[src/rtl/alarm_pkg.sv]
// Shared types and widths for the alarm sequencer block.
package alarm_pkg;

    // Encoding is visible on state_o: IDLE=0, ARMED=1, RINGING=2, SNOOZE=3.
    typedef enum logic [1:0] {
        IDLE    = 2'd0,
        ARMED   = 2'd1,
        RINGING = 2'd2,
        SNOOZE  = 2'd3
    } alarm_state_t;

    localparam int HOUR_W = 5;
    localparam int MIN_W  = 6;
    localparam int LEFT_W = 4;

    // Second-counter width: enough for the larger of the two count limits, plus one bit.
    function automatic int cnt_width(input int a, input int b);
        return $clog2((a > b) ? a : b) + 1;
    endfunction

endpackage

[src/rtl/alarm_sec_timer.sv]
// Saturating second counter with clear, tick enable and a terminal-count strobe.
// o_done fires combinationally on the tick that brings the count to i_term, so the
// owner can change state on exactly that tick. o_done does not depend on i_clr,
// which lets the owner derive i_clr from its own next-state logic.
module alarm_sec_timer #(
    parameter int W = 9
) (
    input  logic         i_clk,
    input  logic         i_rst_n,
    input  logic         i_clr,
    input  logic         i_tick,
    input  logic [W-1:0] i_term,
    output logic         o_done
);

    logic [W-1:0] r_count;
    logic [W:0]   w_inc;

    assign w_inc  = {1'b0, r_count} + {{W{1'b0}}, 1'b1};
    assign o_done = i_tick && (w_inc >= {1'b0, i_term});

    // Count ticks; clear has priority; hold at all-ones instead of wrapping.
    always_ff @(posedge i_clk or negedge i_rst_n) begin
        if (!i_rst_n) begin
            r_count <= '0;
        end else if (i_clr) begin
            r_count <= '0;
        end else if (i_tick && (r_count != {W{1'b1}})) begin
            r_count <= w_inc[W-1:0];
        end
    end

endmodule

[src/rtl/alarm_sequencer.sv]
// Alarm sequencer: compares current time with the alarm time and runs the
// ring / snooze / stop sequence, driving the LED flasher enable and the buzzer.
// Optional macro ALARM_SEQ_AUTOSTOP_EN adds a ring timeout of RING_TIMEOUT_SEC
// seconds that returns to ARMED exactly like a stop press.
//
// Handshake note: there is no valid/ready traffic here; snooze_btn, stop_btn and
// sec_tick are single-cycle strobes sampled on the rising clock edge, and every
// output is a register that reflects the decision made on the previous edge.
module alarm_sequencer
    import alarm_pkg::*;
#(
    parameter int SNOOZE_SEC       = 300,
    parameter int MAX_SNOOZE       = 3,
    parameter int RING_TIMEOUT_SEC = 120
) (
    input  logic              clk,
    input  logic              reset,
    input  logic              sec_tick,
    input  logic [HOUR_W-1:0] cur_hour,
    input  logic [MIN_W-1:0]  cur_min,
    input  logic [HOUR_W-1:0] alm_hour,
    input  logic [MIN_W-1:0]  alm_min,
    input  logic              arm,
    input  logic              snooze_btn,
    input  logic              stop_btn,
    output logic              flash_en,
    output logic              buzzer_en,
    output logic              snoozing,
    output logic [LEFT_W-1:0] snooze_left,
    output logic [1:0]        state_o
);

    localparam int CNT_W = cnt_width(SNOOZE_SEC, RING_TIMEOUT_SEC);

    alarm_state_t      r_state;
    alarm_state_t      w_next;
    logic              r_match_q;
    logic              r_flash_en;
    logic              r_buzzer_en;
    logic              r_snoozing;
    logic [LEFT_W-1:0] r_snooze_left;
    logic [LEFT_W-1:0] w_snooze_left_next;

    logic              w_match;
    logic              w_fire;
    logic              w_snz_done;
    logic              w_snz_clr;
    logic              w_snz_tick;

    // The alarm fires only on the rising edge of the minute match, so a stop
    // inside the matching minute does not re-ring, while moving the alarm time
    // onto the current minute does count as a fresh edge.
    assign w_match = (cur_hour == alm_hour) && (cur_min == alm_min);
    assign w_fire  = w_match && !r_match_q && (r_state == ARMED);

    // Snooze timer runs only in SNOOZE and is cleared whenever SNOOZE is not
    // the next state, so each snooze period starts from zero.
    assign w_snz_tick = sec_tick && (r_state == SNOOZE);
    assign w_snz_clr  = (w_next != SNOOZE);

    alarm_sec_timer #(
        .W (CNT_W)
    ) u_snooze_timer (
        .i_clk   (clk),
        .i_rst_n (reset),
        .i_clr   (w_snz_clr),
        .i_tick  (w_snz_tick),
        .i_term  (CNT_W'(SNOOZE_SEC)),
        .o_done  (w_snz_done)
    );

`ifdef ALARM_SEQ_AUTOSTOP_EN
    logic w_ring_done;
    logic w_ring_clr;
    logic w_ring_tick;

    // Ring timer restarts on every entry to RINGING, so a re-ring after snooze
    // gets the full timeout.
    assign w_ring_tick = sec_tick && (r_state == RINGING);
    assign w_ring_clr  = (w_next != RINGING);

    alarm_sec_timer #(
        .W (CNT_W)
    ) u_ring_timer (
        .i_clk   (clk),
        .i_rst_n (reset),
        .i_clr   (w_ring_clr),
        .i_tick  (w_ring_tick),
        .i_term  (CNT_W'(RING_TIMEOUT_SEC)),
        .o_done  (w_ring_done)
    );
`endif

    // Next-state and snooze-budget logic; arm=0 overrides every transition.
    always_comb begin
        w_next             = r_state;
        w_snooze_left_next = r_snooze_left;
        if (!arm) begin
            w_next = IDLE;
        end else begin
            case (r_state)
                IDLE: begin
                    w_next = ARMED;
                end
                ARMED: begin
                    if (w_fire) begin
                        w_next             = RINGING;
                        w_snooze_left_next = LEFT_W'(MAX_SNOOZE);
                    end
                end
                RINGING: begin
                    // Stop beats snooze; snooze with no budget left is ignored.
                    if (stop_btn) begin
                        w_next = ARMED;
                    end else if (snooze_btn && (r_snooze_left != '0)) begin
                        w_next             = SNOOZE;
                        w_snooze_left_next = r_snooze_left - 1'b1;
                    end
`ifdef ALARM_SEQ_AUTOSTOP_EN
                    else if (w_ring_done) begin
                        w_next = ARMED;
                    end
`endif
                end
                SNOOZE: begin
                    // A stop on the expiry tick still wins; snooze presses do nothing here.
                    if (stop_btn) begin
                        w_next = ARMED;
                    end else if (w_snz_done) begin
                        w_next = RINGING;
                    end
                end
                default: begin
                    w_next = IDLE;
                end
            endcase
        end
    end

    // State, match history and registered outputs; reset drops the enables immediately.
    always_ff @(posedge clk or negedge reset) begin
        if (!reset) begin
            r_state       <= IDLE;
            r_match_q     <= 1'b0;
            r_flash_en    <= 1'b0;
            r_buzzer_en   <= 1'b0;
            r_snoozing    <= 1'b0;
            r_snooze_left <= LEFT_W'(MAX_SNOOZE);
        end else begin
            r_state       <= w_next;
            r_match_q     <= w_match;
            r_flash_en    <= (w_next == RINGING);
            r_buzzer_en   <= (w_next == RINGING);
            r_snoozing    <= (w_next == SNOOZE);
            r_snooze_left <= w_snooze_left_next;
        end
    end

    assign flash_en    = r_flash_en;
    assign buzzer_en   = r_buzzer_en;
    assign snoozing    = r_snoozing;
    assign snooze_left = r_snooze_left;
    assign state_o     = r_state;

endmodule
[config.mk]
export PLATFORM = sky130hd
export DESIGN_NAME = alarm_sequencer
export DESIGN_NICKNAME = d
export VERILOG_FILES = /design/src/rtl/alarm_pkg.sv /design/src/rtl/alarm_sec_timer.sv /design/src/rtl/alarm_sequencer.sv
export SDC_FILE = /design/constraint.sdc
export NUM_CORES = 1
export LEC_CHECK = 0
export BUFFER_PORTS_ARGS = -buffer_cell sky130_fd_sc_hd__buf_2
export CAP_MARGIN = 25
export CORE_MARGIN = 2
export CORE_UTILIZATION = 35
export CTS_BUF_LIST = sky130_fd_sc_hd__clkbuf_16
export DETAILED_ROUTE_END_ITERATION = 8
export PLACE_DENSITY = 0.65
export SLEW_MARGIN = 5
export SYNTH_ARGS = -nofsm -noshare
export SYNTH_HDL_FRONTEND = slang
export SYNTH_SLANG_ARGS = --single-unit
[constraint.sdc]
create_clock -name clk -period 2.25 [get_ports clk]
set_clock_uncertainty 0.15 [all_clocks]
set_input_delay 0.1125 -clock clk [delete_from_list [all_inputs] [get_ports clk]]
set_output_delay 0.1125 -clock clk [all_outputs]
set_load 0.02 [all_outputs]
==> results of run 1 <==
timing repair:
action / CTS / global route
buffers inserted: 0 / 0
endpoints found under the hold margin: 18 / 0
endpoints found under the setup margin: 0 / 11
hold buffers: 2 / 0
gates resized for setup: 0 / 1
state kept, by name, summed over array words and instances (netlist names):
signal,count
r_match_q,1
u_snooze_timer.r_count,10
snooze_left,4
state_o,2
buzzer_en,1
snoozing,1
cell families (layout without fill, tap and decap cells):
kind of cell | count (synthesis) | after routing | synth area share [%]
and+or+nand+nor | 60 | 60 | 26.83
AOI/OAI and AO/OA | 24 | 24 | 14.91
xor gates and xnor gates | 22 | 22 | 13.91
DFF | 19 | 19 | 34.51
buffers and inverters | 12 | 52 | 5.509
adders and majority gates | 4 | 4 | 3.614
muxes | 1 | 1 | 0.7227
path summary, 6_finish.rpt:
path	from	end	slack, ns	cells past startpoint
min	cur_hour[1]	r_match_q	0.11	4
max reg2reg	u_snooze_timer.r_count[1]	u_snooze_timer.r_count[1]	0.16	8
min reg2reg	snooze_left[0]	snooze_left[0]	0.33	2
min in group asynchronous	reset	state_o[1]	0.19	2
max in group asynchronous	reset	snooze_left[0]	1.42	2
max	u_snooze_timer.r_count[1]	u_snooze_timer.r_count[1]	0.16	8
metrics by stage:
stage,worst slack (ns),instances
floorplan,0.3049,142
global placement,0.2316,224
detailed placement,0.1805,224
CTS,0.1157,230
global route,0.02483,230
finish,0.1613,230
placed cells by master, fill, tap and decap left out, types with 3 or more instances in the layout:
| master | instances |
|---|---|
| and3_1 | 4 |
| clkbuf_16 | 3 |
| inv_1 | 5 |
| nand2_1 | 9 |
| o21ai_0 | 4 |
| nand3_1 | 7 |
| xor2_1 | 6 |
| and2_1 | 3 |
| buf_2 | 36 |
| nor2_2 | 9 |
| ha_1 | 4 |
| xnor2_1 | 16 |
| buf_4 | 4 |
| dfrtp_1 | 17 |
| nor2_1 | 7 |
routing by layer:
layer | GRT usage (%) | vias up
li1 | - | 571
met3 | 3.041 | 8
met4 | 5.357 | 0
met5 | 0 | -
met2 | 25.12 | 25
met1 | 18.42 | 530
power groups by stage:
stage / registers [W] / logic, W / clock network [W]
finish: 0.000346 / 0.0000752 / 0.000368
floorplan: 0.000354 / 0.0000308 / 0
CTS: 0.000345 / 0.0000771 / 0.000384
global placement: 0.000351 / 0.0000729 / 0
detailed placement: 0.000351 / 0.0000743 / 0
global route: 0.000345 / 0.0000849 / 0.000399
final cells by class:
cell class,instances,area share [%]
multi-input combinational,111,48.36
sequential,19,27.82
timing repair buffer,43,14.57
clock buffer,3,4.370
tap,48,3.496
inverter,5,1.092
clock inverter,1,0.2913
critical path, delay by kind of cell (launching register included):
kind	cells	cell delay, ns
buffers and inverters	1	0.16
AND/OR/NAND/NOR	3	0.44
flip-flops	1	0.43
AO/OA/AOI/OAI	3	0.55
adder cells (fa/ha/maj)	1	0.24
==> summary.txt, run 1 <==
CTS
  – TritonCTS clock tree: built
  – Root Buffer: clkbuf_16
  – Total CTS buffers: 3
  – Clk sinks: 19
  – Clock latency on the worst-skew pair: between 0.2 and 0.3 ns
  – Clock slew at reported path FFs: ~0.06 ns
  – Max Buffers Root-to-Sink: 2
  – H-tree levels: 1

Timing
  – Count of pins over their slew limit: 0
  – Part of the cycle the worst path needs: around 93%
  – Hold Fails Final Rpt: 0
  – RSZ-0062 raised after global routing: no
  – Hold WS: around 0.11 ns
  – Final setup viols: 0
  – Sum of negative setup slack: 0 ns
  – Post-route minimum period: 2.089 ns
  – Slew margin rel.: between 60% and 70%
  – Actual slew at the worst max-slew pin: approximately 0.45 ns
  – Achievable Freq: ~480 MHz

Layout
  – Area Overhead vs Synth: 24.03%
  – Post-route cell area: 1718 um^2
  – # fillers: between 300 and 400
  – N_diodes: 0
  – Multi-input gate area: between 800 and 900 um^2
  – Fin util: 45.89%
  – Layout cell share with drive strength beyond 1: between 30 and 40%
  – Reg area: about 480 um^2
  – NumNets Final: about 220

Yosys
  – Synth top cells by count: 17 x dfrtp_1, 16 x xnor2_1, 9 x nand2_1, 9 x nor2_2
  – Net count after synthesis: between 150 and 200
  – Post-Syn Area per Cell: just under 10 um^2
  – FF+latch count, synth: 19
  – Area share of the largest cell type after synthesis: 30.71%
  – Cell taking the most area after synthesis: dfrtp_1
  – Syn Inst Count: 142
  – Post-synth EDFFs: 0
  – Library cells used by synthesis: 50
  – Top-count cell post-synth: dfrtp_1
  – Part of the Yosys area used for sequential elements: 34.51%
  – Top post-synthesis cells by area: dfrtp_1 31%, xnor2_1 10%, nor2_2 4.1%
  – Async set-reset flop share out of synthesis: 100.0%
  – Yosys Warn Count: 0
  – Top_reg_cell synth: dfrtp_1
  – Mapped Area: between 1000 and 1500 um^2

Pwr
  – Int Power: between 0.0006 and 0.0007 W
  – Sw frac: a little over a fifth
  – Psw: between 0.00015 and 0.0002 W
  – Clock network power share: 46.6%
  – Reg power frac: 43.8%
  – Power Density: ~460 nW/um^2
  – Power, Total: roughly 0.0008 W
  – Static leakage: roughly 0.79 nW
  – Max IR drop VDD: a little over 200 uV
  – Logic gate share of total power: 9.5%

Floorplanning
  – Die X: 66.91 um
  – Std-Cell Rows: 22
  – I/O pin cnt: 37
  – Die Y-Extent: around 67 um
  – Core area: about 3700 um^2
  – Initial core utilization: a little under two fifths
  – Die Area: ~4500 um^2

Worst setup path
  – Kind of critical path: flip-flop to flip-flop
  – Worst setup SP type: flip-flop
  – Critical-path maximum fanout: 11
  – Most common cell on crit path: and2_1
  – Critical Path Max Stage Delay: 0.43 ns
  – Critical-path cell list: ha_1, and2_1, and2_1, a31oi_1, o211ai_2, a21boi_2, buf_12, nor2_1
  – Critical Path Sink Type: flip-flop
  – Required time worst endpoint: roughly 2.2 ns
  – Crit path DAT: 2.08 ns
  – Slowest CP cell: dfrtp_1

Placement
  – Gpl congestion: around 0.78
  – Buffers on Ports: 36
  – Placed cell area: about 1600 um^2
  – Post-DP HPWL: about 2200 um

Detailed routing
  – Initial detailed-routing violation count: 37
  – DR WL met2: about 1300 um
  – Total routed wirelength: ~2800 um
  – WL met3: 104 um
  – Max Used Layer: met4
  – Antenna Nets Post-Route: 0
  – Met1 WL: 1349 um
  – Router iterations before antenna repair: 4
  – Avg Vias per Cell: 4.930
  – WL per Instance: about 12 um
  – Via count: between 1000 and 1500
  – DRC Markers: 0

Global routing
  – Initial antenna violation count: 0
  – Vias in the first global route: ~1100
  – Largest net degree at the start of global routing: 20
  – Grt total ovfl: 0
  – Global-route wire length before repair: just under 5000 um
  – Total GRT Usage: between 10 and 15%

Hold path
  – Hold Crit Class: input port to flip-flop

Run status
  – Status: finished, final reports clean

Run
  – Max-cap viol count: 0
No activity file was read; power rests on OpenSTA's default activity.
==> inputs of run 2 (changes only) <==
PLACE_DENSITY = 0.64   (was 0.65)
SYNTH_HIERARCHICAL = 1   (was not set)
==> run 2 against run 1 <==
Net effect: critical endpoint is now u_snooze_timer/r_count[9]; die area increased by 18%; non-clock buffer count increased by 47; sequential power increased by 13%; clock power decreased by 1%; highest routed layer unchanged; design area increased by 44%; core utilization increased by 9.7 points; sequential cell count unchanged; the flow now finishes with violations (negative setup slack).
==> summary.txt, run 2 <==
CTS
  – Clk sinks: 19 (unchanged)
  – TritonCTS clock tree: built
  – Total CTS buffers: 3 (unchanged)
  – Clock latency on the worst-skew pair: 0.25 ns (about the same)
  – H-tree levels: 1 (unchanged)
  – Max Buffers Root-to-Sink: 2 (unchanged)
  – Clock slew at reported path FFs: 0.06 ns (about the same)
  – Root Buffer: clkbuf_16

Pwr
  – Clock network power share: 34.6% (-12 points)
  – Max IR drop VDD: 280.4 uV (+38%)
  – Power Density: 425.5 nW/um^2 (-7.3%)
  – Logic gate share of total power: 28.2% (+19 points)
  – Power, Total: 0.001051 W (+33%)
  – Static leakage: 1.256 nW (+58%)
  – Reg power frac: 37.2% (-6.6 points)
  – Psw: 0.0003024 W (+82%)
  – Sw frac: 28.77% (+7.7 points)
  – Int Power: 0.0007486 W (+20%)

Layout
  – Largest Register: u_snooze_timer/r_count
  – NumNets Final: 316 (+47%)
  – Fin util: 55.57% (+9.7 points)
  – Multi-input gate area: 1177 um^2 (+42%)
  – # fillers: 390 (+2.6%)
  – Layout cell share with drive strength beyond 1: 46.18% (+7.2 points)
  – Number of flip-flops in the largest register: 10 (unchanged)
  – Commonest non-fill, non-tap cell in the layout: buf_4
  – N_diodes: 0 (unchanged)
  – Area Overhead vs Synth: 49.66%
  – Reg area: 484.2 um^2 (+1.3%)
  – Most frequent cells in the layout: 49 x buf_4, 36 x buf_2, 16 x inv_1

Placement
  – DP Worst Slack: -0.7307 ns (-0.9112 ns)
  – Gpl congestion: 0.7876 (+1.2%)
  – Buffers on Ports: 36 (unchanged)
  – Post-DP HPWL: 2998 um (+39%)

Worst setup path
  – Crit path DAT: 2.95 ns (+0.87 ns)
  – Critical Path Sink Type: flip-flop
  – Required time worst endpoint: 2.30 ns (+0.06 ns)
  – Critical-path maximum fanout: 5 (-6)
  – Worst setup SP type: flip-flop
  – Kind of critical path: flip-flop to flip-flop

Timing
  – Setup WS post-layout: -0.6577 ns (-0.8190 ns)
  – Final setup viols: 13 (+13)
  – RSZ-0062 raised after global routing: yes
  – Part of the cycle the worst path needs: 129.2% (+36 points)
  – Count of pins over their slew limit: 0 (unchanged)
  – Hold Fails Final Rpt: 0 (unchanged)
  – Achievable Freq: 343.9 MHz (-28%)
  – Post-route minimum period: 2.908 ns (+0.8190 ns)

Yosys
  – Top_reg_cell synth: dfrtp_1
  – Async set-reset flop share out of synthesis: 100.0% (unchanged)
  – Mapped Area: 1650 um^2 (+19%)
  – Top post-synthesis cells by area: dfrtp_1 26%, ha_1 9.1%, xnor2_1 6.9%
  – Post-synth EDFFs: 0 (unchanged)
  – FF+latch count, synth: 19 (unchanged)
  – Cell taking the most area after synthesis: dfrtp_1
  – Top-count cell post-synth: dfrtp_1
  – Area share of the largest cell type after synthesis: 25.78% (-4.9 points)
  – Part of the Yosys area used for sequential elements: 28.96% (-5.5 points)
  – Library cells used by synthesis: 50 (unchanged)
  – Syn Inst Count: 180 (+27%)
  – Synth top cells by count: 17 x dfrtp_1, 16 x inv_1, 13 x xnor2_1, 12 x ha_1, 12 x nor2_1
  – Post-Syn Area per Cell: 9.169 um^2 (-6.0%)
  – Yosys Warn Count: 6 (+6)

Floorplanning
  – Initial core utilization: 37.13% (+0.14 points)
  – Die Y-Extent: 72.67 um (+8.6%)
  – Die X: 72.67 um (+8.6%)
  – Die Area: 5280 um^2 (+18%)
  – Core area: 4444 um^2 (+19%)
  – Std-Cell Rows: 24 (+9.1%)
  – I/O pin cnt: 37 (unchanged)

Detailed routing
  – WL per Instance: 12.37 um (+0.76%)
  – DRC Markers: 0 (unchanged)
  – Initial detailed-routing violation count: 65 (+76%)
  – Avg Vias per Cell: 4.942 (+0.23%)
  – Total routed wirelength: 4044 um (+43%)
  – Router iterations before antenna repair: 4 (unchanged)
  – Antenna Nets Post-Route: 0 (unchanged)
  – Via count: 1616 (+43%)

Global routing
  – Largest net degree at the start of global routing: 20 (unchanged)
  – Total GRT Usage: 16.16% (+1.4 points)
  – Global-route wire length before repair: 6748 um (+37%)
  – Initial antenna violation count: 0 (unchanged)
  – Vias in the first global route: 1508 (+38%)
  – Grt total ovfl: 0 (unchanged)

Run status
  – Failing checks: negative setup slack
  – Status: finished with violations

Run
  – Max-cap viol count: 0 (unchanged)

Hold path
  – Hold Crit Class: input port to flip-flop
run 2: changes by cell type after synthesis, sizes merged, moves of 3 or more:
cell   previous run  this run
xor2              6        10
nand4             2         6
nor2             17        12
and2              5         1
xnor2            16        13
nor3              1         7
inv               5        16
and4              2         5
o31ai             0         3
a21oi             2         8
ha                4        12
run 2: kinds of logic after synthesis:
kind of cell	count (synthesis)	synth area share [%]
adders and majority gates	12	9.098
xor gates and xnor gates	23	12.21
muxes	4	2.502
DFF	19	28.96
other	2	0.4551
buffers and inverters	23	7.126
and+or+nand+nor	61	23.58
AOI/OAI and AO/OA	36	16.07
run 2: worst paths after layout:
check                                               start                        end  slack, ns  cells after the start
worst min-delay path                                  arm                 state_o[0]       0.01                      2
worst min register to register             snooze_left[2]             snooze_left[2]       0.45                      2
worst max register to register  u_snooze_timer/r_count[1]  u_snooze_timer/r_count[9]      -0.66                     15
min in group asynchronous                           reset  u_snooze_timer/r_count[8]       0.19                      2
worst max-delay path            u_snooze_timer/r_count[1]  u_snooze_timer/r_count[9]      -0.66                     15
max in group asynchronous                           reset  u_snooze_timer/r_count[0]       1.41                      2
run 2: power groups by stage:
stage / Combinational, W / Sequential [W] / Clock [W]
floorplan: 0.000144 / 0.000427 / 0
global placement: 0.000275 / 0.000397 / 0
detailed placement: 0.000279 / 0.000397 / 0
CTS: 0.000289 / 0.000391 / 0.000379
global route: 0.000328 / 0.000395 / 0.000391
finish: 0.000296 / 0.000391 / 0.000364
run 2: stage by stage:
stage / hold slack [ns] / cells / area [um^2] / TNS, ns
final: 0.009502 / 327 / 2470 / -7.231
after global routing: 0.03011 / 327 / 2470 / -9.689
after CTS: 0.004433 / 322 / 2380 / -6.767
after detailed placement: -0.06041 / 304 / 2153 / -7.876
after global placement: -0.07111 / 304 / 2153 / -6.610
after floorplan: -0.3331 / 188 / 1703 / -4.796
run 2: routing by layer:
layer	global-route usage (%)	share of wire (%)
met5	0	0
met4	6.584	2.2
met3	2.624	3.9
met2	27.27	50
met1	20.50	44
run 2: area by class of cell:
type	instances	share of cell area, %
clock buffers	3	3.040
clock inverters	1	0.2026
inverters	16	2.432
multi-input cells	146	47.67
flip-flops and latches	19	19.60
well taps	52	2.634
repair buffers	90	24.42
run 2: what timing repair did:
action / 4_1_cts / 5_1_grt
hold endpoints to repair: 19 / 0
buffers inserted: 14 / 5
gates resized for setup: 12 / 15
pin swaps: 10 / 9
hold buffers: 1 / 0
setup endpoints to repair: 13 / 13
run 2: critical path, stage by stage (launching register included):
cell and delay (ns):
dfrtp_2 0.42, and4_4 0.26, nand2_4 0.07, xnor2_2 0.14, ha_1 0.30, a21o_1 0.16
a221o_1 0.30, a31oi_1 0.14, o21ai_1 0.09, inv_1 0.07, o211ai_1 0.10, o21ai_1 0.15
o21ai_2 0.13, buf_4 0.15, a21oi_2 0.09, mux2_4 0.14
==> inputs of run 3 (changes only) <==
RECOVER_POWER = 25   (was not set)
==> run 3 against run 2 <==
Net effect: the flow still finishes with violations (negative setup slack); combinational power about the same; power about the same; sequential power about the same; count of clock-buffer cells in the layout unchanged; critical path type unchanged; largest power group unchanged.
==> summary.txt, run 3 (synthesis results as in run 2) <==
Timing
  – RSZ-0062 raised after global routing: yes
  – Slew margin rel.: around 28%
  – Achievable Freq: 343.7 MHz (about the same)
  – Post-route minimum period: 2.909 ns (+0.001582 ns)
  – Part of the cycle the worst path needs: 129.3% (about the same)
  – Hold Fails Final Rpt: 0 (unchanged)
  – Count of pins over their slew limit: 0 (unchanged)
  – Setup WS post-layout: -0.6593 ns (-0.001582 ns)
  – Final setup viols: 13 (unchanged)
  – Actual slew at the worst max-slew pin: between 1 and 1.5 ns

Floorplanning
  – Die Area: 5280 um^2 (unchanged)
  – Core area: 4444 um^2 (unchanged)
  – Die Y-Extent: 72.67 um (unchanged)
  – Die X: 72.67 um (unchanged)
  – Std-Cell Rows: 24 (unchanged)
  – I/O pin cnt: 37 (unchanged)
  – Initial core utilization: 37.13% (unchanged)

Detailed routing
  – Via count: 1626 (+0.62%)
  – Router iterations before antenna repair: 4 (unchanged)
  – Initial detailed-routing violation count: 65 (unchanged)
  – Total routed wirelength: 4054 um (+0.25%)
  – Antenna Nets Post-Route: 0 (unchanged)
  – WL per Instance: 12.40 um (+0.25%)
  – Avg Vias per Cell: 4.972 (+0.62%)
  – DRC Markers: 0 (unchanged)

Worst setup path
  – Slowest CP cell: dfrtp_2
  – Critical Path Max Stage Delay: 0.42 ns (about the same)
  – R2R Path Start: u_snooze_timer/r_count[1]
  – Worst path bufs/invs: 2 (unchanged)
  – Worst setup SP type: flip-flop
  – Critical-path cell list: and4_4, nand2_4, xnor2_2, ha_1, a21o_1, a221o_1, a31oi_1, o21ai_1, inv_1, o211ai_1, o21ai_1, o21ai_2, buf_4, a21oi_2, mux2_4
  – Crit path DAT: 2.95 ns (about the same)
  – R2r endpoint: u_snooze_timer/r_count[9]
  – R2R depth: 15 (unchanged)
  – Internal reg-to-reg setup slack: -0.66 ns (about the same)
  – Most common cell on crit path: o21ai_1
  – Crit path max-delay family: compound AO/OA/AOI/OAI gates
  – Required time worst endpoint: 2.30 ns (about the same)
  – Critical-path maximum fanout: 5 (unchanged)
  – Kind of critical path: flip-flop to flip-flop
  – Critical Path Sink Type: flip-flop

Layout
  – Most frequent cells in the layout: 49 x buf_4, 35 x buf_2, 16 x inv_1
  – NumNets Final: 316 (unchanged)
  – Area Overhead vs Synth: 49.58% (about the same)
  – Post-route cell area: 2469 um^2 (about the same)
  – Fin util: 55.55% (about the same)
  – Number of flip-flops in the largest register: 10 (unchanged)
  – Layout cell share with drive strength beyond 1: 45.82% (-0.36 points)
  – Commonest non-fill, non-tap cell in the layout: buf_4
  – N_diodes: 0 (unchanged)
  – Largest Register: u_snooze_timer/r_count

CTS
  – Max Buffers Root-to-Sink: 2 (unchanged)
  – Root Buffer: clkbuf_16
  – TritonCTS clock tree: built
  – Clock latency on the worst-skew pair: 0.25 ns (about the same)
  – Clock slew at reported path FFs: 0.06 ns (about the same)
  – H-tree levels: 1 (unchanged)
  – Total CTS buffers: 3 (unchanged)
  – Clk sinks: 19 (unchanged)

Hold path
  – Hold Startpoint: arm
  – Hold EP: state_o[0]
  – Hold Path Stages: 2 (unchanged)
  – Hold Crit Class: input port to flip-flop

Global routing
  – Total GRT Usage: 16.16% (unchanged)
  – Global-route wire length before repair: 6748 um (unchanged)
  – Largest net degree at the start of global routing: 20 (unchanged)
  – Grt total ovfl: 0 (unchanged)
  – Vias in the first global route: 1508 (unchanged)
  – Initial antenna violation count: 0 (unchanged)

Run
  – Max-cap viol count: 0 (unchanged)

Pwr
  – Power Density: 425.7 nW/um^2 (about the same)
  – Max IR drop VDD: 280.3 uV (about the same)
  – Static leakage: 1.253 nW (-0.22%)

Placement
  – Buffers on Ports: 36 (unchanged)
  – Gpl congestion: 0.7876 (unchanged)
  – DP Worst Slack: -0.7307 ns (unchanged)
  – Placed cell area: 2153 um^2 (unchanged)
  – Post-DP HPWL: 2998 um (unchanged)

Run status
  – Failing checks: negative setup slack
  – Status: finished with violations
## run 3: cell count changes in the layout (fill, tap and decap cells not counted), sizes merged
cell / change
buf: -1
clkbuf: +1
## run 3: stage by stage
| step | TNS, ns | power (W) | instances | hold slack [ns] |
|---|---|---|---|---|
| after floorplan | -4.796 | 0.0005712 | 188 | -0.3331 |
| after global placement | -6.610 | 0.0006722 | 304 | -0.07111 |
| after detailed placement | -7.876 | 0.0006761 | 304 | -0.06041 |
| after CTS | -6.767 | 0.001059 | 322 | 0.004433 |
| after global routing | -9.689 | 0.001113 | 327 | 0.03011 |
| final | -7.249 | 0.001051 | 327 | 0.01206 |
## run 3: how the worst max path moves through the flow
stage	end	slack (ns)	startpoint	cells after the start
final	u_snooze_timer/r_count[9]	-0.66	u_snooze_timer/r_count[1]	15
after global routing	u_snooze_timer/r_count[9]	-0.85	u_snooze_timer/r_count[1]	15
after CTS	u_snooze_timer/r_count[9]	-0.64	u_snooze_timer/r_count[1]	15
after detailed placement	u_snooze_timer/r_count[0]	-0.73	u_snooze_timer/r_count[1]	15
after global placement	u_snooze_timer/r_count[9]	-0.63	u_snooze_timer/r_count[1]	15
after floorplan	u_snooze_timer/r_count[9]	-0.52	u_snooze_timer/r_count[2]	16
## run 3: final cells by class
| class | instances | area, um^2 |
|---|---|---|
| inverter | 16 | 60.06 |
| tap | 52 | 65.06 |
| clock inverter | 1 | 5.005 |
| fill | 388 | 1976 |
| timing repair buffer | 90 | 601.8 |
| sequential | 19 | 484.2 |
| multi-input combinational | 146 | 1177 |
| clock buffer | 3 | 75.07 |
## run 3: timing repair
action,in CTS,in global routing
hold buffers,1,0
resized for setup,12,15
buffers inserted,14,5
setup endpoints to repair,13,13
endpoints found under the hold margin,19,0
pin swaps,10,9
cloned,0,0
## run 3: per-layer routing
metal / GRT usage (%) / share of wire, %
met5: 0 / 0
met1: 20.50 / 44
met3: 2.624 / 3.8
met4: 6.584 / 2.1
met2: 27.27 / 50
## run 3: where the power goes
| group | switching [W] | internal, W | total [W] |
|---|---|---|---|
| sequential | 0.0000192 | 0.000372 | 0.000391 |
| combinational | 0.000158 | 0.000138 | 0.000296 |
| clock | 0.000125 | 0.000238 | 0.000363 |
| total | 0.000303 | 0.000748 | 0.00105 |
## run 3: worst register-to-register path: stages (launching register included)
cell and delay [ns]:
dfrtp_2 0.42, and4_4 0.26, nand2_4 0.07, xnor2_2 0.14, ha_1 0.30, a21o_1 0.16
a221o_1 0.30, a31oi_1 0.14, o21ai_1 0.09, inv_1 0.07, o211ai_1 0.10, o21ai_1 0.15
o21ai_2 0.13, buf_4 0.16, a21oi_2 0.09, mux2_4 0.14
